$ cat src/rtl/mul8_seq.sv
// mul8_seq: sequential 8x8 multiplier built around a single 4x4 multiplier that
//   is time-shared over the four nibble partial products.
// Latency: out_valid rises 4 cycles after the accepting edge; issue interval is 6 cycles.
// Backpressure: p and out_valid hold in DONE until out_ready; in_ready only in IDLE.
//
// Ports:
//   clk        rising-edge clock
//   rst        synchronous active-high reset
//   in_valid   operand pair a/b presented       in_ready   accepting operands (IDLE)
//   a, b       8-bit multiplicand / multiplier
//   out_valid  p holds a completed product      out_ready  consumer takes p
//   p          16-bit product
//
// Configuration: define MUL8_SEQ_SIGNED_EN for two's-complement operands and
//   product; undefined (default) treats a, b, p as unsigned.

module mul8_seq (
  input  logic        clk,
  input  logic        rst,
  input  logic        in_valid,
  output logic        in_ready,
  input  logic [7:0]  a,
  input  logic [7:0]  b,
  output logic        out_valid,
  input  logic        out_ready,
  output logic [15:0] p
);

  typedef enum logic [1:0] {
    IDLE = 2'd0,
    STEP = 2'd1,
    DONE = 2'd2
  } state_t;

  state_t      state_q, state_d;
  logic [1:0]  sc_q, sc_d;
  logic [7:0]  a_q, a_d;
  logic [7:0]  b_q, b_d;
  logic [15:0] acc_q, acc_d;
  logic        neg_q, neg_d;

  // Operand conditioning at acceptance: STEP always works on magnitudes.
  logic [7:0] a_mag, b_mag;
  logic       neg_in;

`ifdef MUL8_SEQ_SIGNED_EN
  // |-128| = 0x80 fits in 8 unsigned bits, so no extra width is needed.
  assign a_mag  = a[7] ? (~a + 8'd1) : a;
  assign b_mag  = b[7] ? (~b + 8'd1) : b;
  assign neg_in = a[7] ^ b[7];
`else
  assign a_mag  = a;
  assign b_mag  = b;
  assign neg_in = 1'b0;
`endif

  // Nibble selection for the shared multiplier, indexed by the step counter.
  logic [3:0]  mx, my;
  logic [7:0]  pp;
  logic [15:0] pp_sh;
  logic [15:0] sum;

  always_comb begin
    mx = a_q[3:0];
    my = b_q[3:0];
    case (sc_q)
      2'd0: begin mx = a_q[3:0]; my = b_q[3:0]; end
      2'd1: begin mx = a_q[7:4]; my = b_q[3:0]; end
      2'd2: begin mx = a_q[3:0]; my = b_q[7:4]; end
      default: begin mx = a_q[7:4]; my = b_q[7:4]; end
    endcase
  end

  // The only multiply in the design: 4x4 -> 8 bits.
  assign pp = {4'b0000, mx} * {4'b0000, my};

  always_comb begin
    pp_sh = {8'h00, pp};
    case (sc_q)
      2'd0:    pp_sh = {8'h00, pp};
      2'd1,
      2'd2:    pp_sh = {4'h0, pp, 4'h0};
      default: pp_sh = {pp, 8'h00};
    endcase
  end

  // Modulo 2^16; the true magnitude product never overflows.
  assign sum = acc_q + pp_sh;

  always_comb begin
    state_d = state_q;
    sc_d    = sc_q;
    a_d     = a_q;
    b_d     = b_q;
    acc_d   = acc_q;
    neg_d   = neg_q;
    case (state_q)
      IDLE: begin
        if (in_valid) begin
          a_d     = a_mag;
          b_d     = b_mag;
          neg_d   = neg_in;
          acc_d   = 16'h0000;
          sc_d    = 2'd0;
          state_d = STEP;
        end
      end
      STEP: begin
        acc_d = sum;
        sc_d  = sc_q + 2'd1;
        if (sc_q == 2'd3) begin
          // Final add and sign fix-up share the same edge, keeping latency at 4.
          if (neg_q) begin
            acc_d = ~sum + 16'd1;
          end
          state_d = DONE;
        end
      end
      DONE: begin
        if (out_ready) begin
          state_d = IDLE;
        end
      end
      default: begin
        state_d = IDLE;
      end
    endcase
  end

  always_ff @(posedge clk) begin
    if (rst) begin
      state_q <= IDLE;
      sc_q    <= 2'd0;
      a_q     <= 8'h00;
      b_q     <= 8'h00;
      acc_q   <= 16'h0000;
      neg_q   <= 1'b0;
    end else begin
      state_q <= state_d;
      sc_q    <= sc_d;
      a_q     <= a_d;
      b_q     <= b_d;
      acc_q   <= acc_d;
      neg_q   <= neg_d;
    end
  end

  assign in_ready  = (state_q == IDLE);
  assign out_valid = (state_q == DONE);
  // p is the accumulator itself; outside DONE it is qualified by out_valid only.
  assign p         = acc_q;

endmodule
$ cat config.mk
export PLATFORM = sky130hd
export DESIGN_NAME = mul8_seq
export DESIGN_NICKNAME = d
export VERILOG_FILES = /design/src/rtl/mul8_seq.sv
export SDC_FILE = /design/constraint.sdc
export NUM_CORES = 1
export LEC_CHECK = 0
export BUFFER_PORTS_ARGS = -buffer_cell sky130_fd_sc_hd__buf_2
export CAP_MARGIN = 25
export CORE_MARGIN = 4
export CORE_UTILIZATION = 45
export DETAILED_ROUTE_END_ITERATION = 12
export GPL_TIMING_DRIVEN = 0
export PLACE_DENSITY = 0.65
export SYNTH_ARGS = -nofsm -noshare
export SYNTH_HDL_FRONTEND = slang
export SYNTH_SLANG_ARGS = --single-unit
export TNS_END_PERCENT = 5
$ cat constraint.sdc
create_clock -name clk -period 6.58 [get_ports clk]
set_clock_uncertainty 0.1 [all_clocks]
set_input_delay 0.987 -clock clk [delete_from_list [all_inputs] [get_ports clk]]
set_output_delay 0.987 -clock clk [all_outputs]
set_load 0.02 [all_outputs]
==> flow_summary_export.csv <==
group,metric,value,unit
synthesis,synthesis.area,2719,µm²
global_route,grt_overflow,0,
layout,num_antenna_cells,0,
routing,remaining_drc_errors,0,
floorplan,die_area,7350,µm²
routing,drtAntennaViolNets,0,
layout,drive_gt1_share,14.21,%
placed_design,gp_congestion,0.8098,
power,power_frac_clock,34.8,%
worst_setup_path,cp.arrival,6.05,ns
synthesis,synth_top_family_by_area,"compound AO/OA/AOI/OAI gates",
worst_setup_path,critical_path_class,"flop to flop",
worst_setup_path,reg2reg_depth,25,
global_route,antenna_found_initial,0,
synthesis,syn_inst,335,
routing,drtIter0Drc,87,
timing,slew_viol_final,0,
timing,rsz0062_at_grt,"no",
synthesis,netlist_top_cells_count,"nand2_1 (51), a21oi_1 (40), dfxtp_1 (36), ha_1 (32), nor2_1 (29)",
synthesis,synth_cell_types,40,
timing,slew_headroom,26.10,%
synthesis,synthTopCellsByArea,"dfxtp_1 (27%), ha_1 (15%), a21oi_1 (7.4%)",
routing,dr.pass1.iters,4,
power,comb_power_share,16.2,%
routing,routed_via_density,5.336,
power,swShare,30.35,%
timing,fin_hold_ws,0.3561,ns
floorplan,die_w,85.73,µm
synthesis,yosysMostFrequentCell,"nand2_1",
timing,tightest_slew,1.100,ns
cts,clkSlewWorstSetupHoldPaths,0.08,ns
floorplan,num_rows,28,
worst_setup_path,end_kind,"flop",
floorplan,start_util,46.19,%
synthesis,synthFlopType,"dfxtp_1",
global_route,grt.total_usage,17.72,%
floorplan,die_y,85.73,µm
synthesis,synth_top_area_share,26.51,%
cts,cts_tree,"built",
layout,instances_no_fill,455,
worst_setup_path,regToRegEndpoint,"p[15]",
worst_setup_path,r2r-start,"sc_q[0]",
power,p_leak,0.001487,µW
floorplan,ios,38,
worst_setup_path,startpoint_type,"flop",
synthesis,avgSynthCellArea,8.116,µm²
timing,clock.fmax,0.1686,GHz
synthesis,synthesis.nets,392,
cts,htree_levels,2,
cts,cts.root.buffer_cell,"clkbuf_8",
worst_setup_path,regToRegSetupSlack,0.65,ns
synthesis,ys_async_sr_fraction,0,%
routing,routedWlPerCell,13.30,µm
power,powerDensity,152.5,nW/µm²
timing,fin_crit_sh,90.12,%
synthesis,synth_simple_gate_area_share,20.29,%
synthesis,synth-xor-area-share,5.154,%
hold_path,worstHoldStart,"b_q[5]",
synthesis,synth.largest_area_cell,"dfxtp_1",
cts,clk_path_buf_depth,2,
cts,clkSinkCount,36,
placed_design,dpl.hpwl,4792,µm
placed_design,dp.cells,447,
floorplan,core,5886,µm²
worst_setup_path,cp_max_fo,10,
power,ir_worst_vdd,0.09612,mV
global_route,grt_pass1_wl,10620,µm
status,outcome,"complete, no violations",
hold_path,holdPathStages,2,
synthesis,synth_seq_area_share,26.51,%
worst_setup_path,critPathRequiredTime,6.70,ns
flow_run,max_cap_violations,0,
synthesis,synth_seq_cells,36,
synthesis,synth_edf_count,0,
layout,areaGrowthSynthToFinish,13.71,%
layout,nNetsFinal,436,
timing,setup_ws,0.6502,ns
cts,numCtsBuffers,5,
timing,finalSetupViolations,0,
timing,hold_violations,0,
timing,tns,0,ns
worst_setup_path,critical_path.startpoint,"sc_q[0]",
timing,period_needed,5.930,ns
routing,num_vias,2428,
synthesis,synth_compound_area_share,23.38,%
power,p_int,328.4,µW
power,power,471.6,µW
layout,filler_cell_count,601,
hold_path,hold_class,"flop to flop",
power,seqPwrFrac,48.9,%
power,power_switching,143.1,µW
synthesis,synth_adder_area_share,18.41,%
placed_design,place_ws,0.5139,ns
placed_design,portBuffers,37,
hold_path,min_to,"b_q[5]",
synthesis,synth.area.mux_share,2.945,%
synthesis,yosysWarnings,0,
routing,drt-total-wl,6053,µm
global_route,grt_max_degree,13,
global_route,first_global_vias,2296,
cts,clk_latency,0.29,ns
cells by family (layout without fill, tap and decap cells):
family / Yosys count / in the layout
xor gates and xnor gates: 16 / 16
muxes: 8 / 8
AOI/OAI and AO/OA: 94 / 94
adders and majority gates: 37 / 37
DFF: 36 / 36
and+or+nand+nor: 120 / 120
buffers and inverters: 24 / 69
flip-flops by register name (all words and copies together) (netlist names):
name / cells
p: 16
a_q: 8
sc_q: 2
state_q: 2
b_q: 8
power groups by stage:
stage	Sequential (µW)	Combinational, µW	Clock [µW]
finish	231	76.5	164
floorplan	236	53.4	0
detailed placement	236	76.2	0
global placement	236	75.4	0
CTS	231	76.6	170
global route	232	87.9	179
worst max path at each step:
stage	end	slack, ns	depth (start not counted)
floorplan	p[14]	1.26	24
global placement	p[15]	0.63	25
detailed placement	p[15]	0.51	25
CTS	p[15]	0.45	25
global route	p[15]	0.09	25
finish	p[15]	0.65	25
repair_timing:
action	in CTS	in global routing
setup endpoints to repair	0	1
setup buffers	0	0
gates resized for setup	0	2
hold buffers	0	0
critical path: stages (launching register included):
cell	delay [ns]
dfxtp_1	0.43
inv_1	0.11
ha_1	0.20
clkbuf_1	0.21
nor2_2	0.31
mux2i_1	0.23
or2_2	0.34
fa_1	0.54
inv_1	0.06
fa_1	0.50
ha_1	0.33
a211oi_1	0.23
nor2_1	0.12
o21a_1	0.18
nor2_1	0.11
xnor2_1	0.11
a22oi_1	0.17
nor2_1	0.07
ha_1	0.38
and2_1	0.24
o2111ai_1	0.17
a21oi_1	0.18
o21ai_0	0.14
xnor2_1	0.20
nand3b_1	0.09
o211ai_1	0.10
per-stage QoR:
stage	cell area [µm²]	utilization [%]
global route	3092	52.53
finish	3092	52.53
global placement	2998	50.94
floorplan	2719	-
CTS	3087	52.44
detailed placement	2998	50.94
placed cells by master (no fill, tap or decap), types with 3 or more instances in the layout:
master	instances
a211oi_1	3
clkbuf_1	14
mux2i_1	8
or2_2	3
buf_2	37
nor2_1	27
a21o_1	8
nand3_1	11
ha_1	32
nand2b_1	3
nand2_1	51
a22o_1	11
o21ai_0	6
xnor2_1	8
a21oi_1	40
clkbuf_8	5
and2_1	6
nand4_1	5
nor2b_1	3
xor2_1	8
dfxtp_1	36
inv_1	11
o211ai_1	4
a22oi_1	5
fa_1	5
o21a_1	5
cell type report:
cell class,count,area (µm²),area share (%)
Multi-Input combinational cell,275,1913,61.88
Sequential cell,36,720.7,23.31
Timing Repair Buffer,37,185.2,5.989
Tap cell,75,93.84,3.035
Clock buffer,6,72.57,2.347
Buffer,13,48.80,1.578
Inverter,11,41.29,1.335
Clock inverter,2,16.27,0.5261
routing by layer:
metal | vias to the layer above | share of wire, % | global-route usage (%) | routed length, µm
li1 | 1284 | - | - | -
met1 | 1096 | 48 | 23.18 | 2880
met2 | 42 | 47 | 29.73 | 2843
met3 | 6 | 4.1 | 2.786 | 250
met4 | 0 | 1.3 | 5.899 | 78
met5 | - | 0 | 0 | 0
Power figures use the tool's default switching activity.
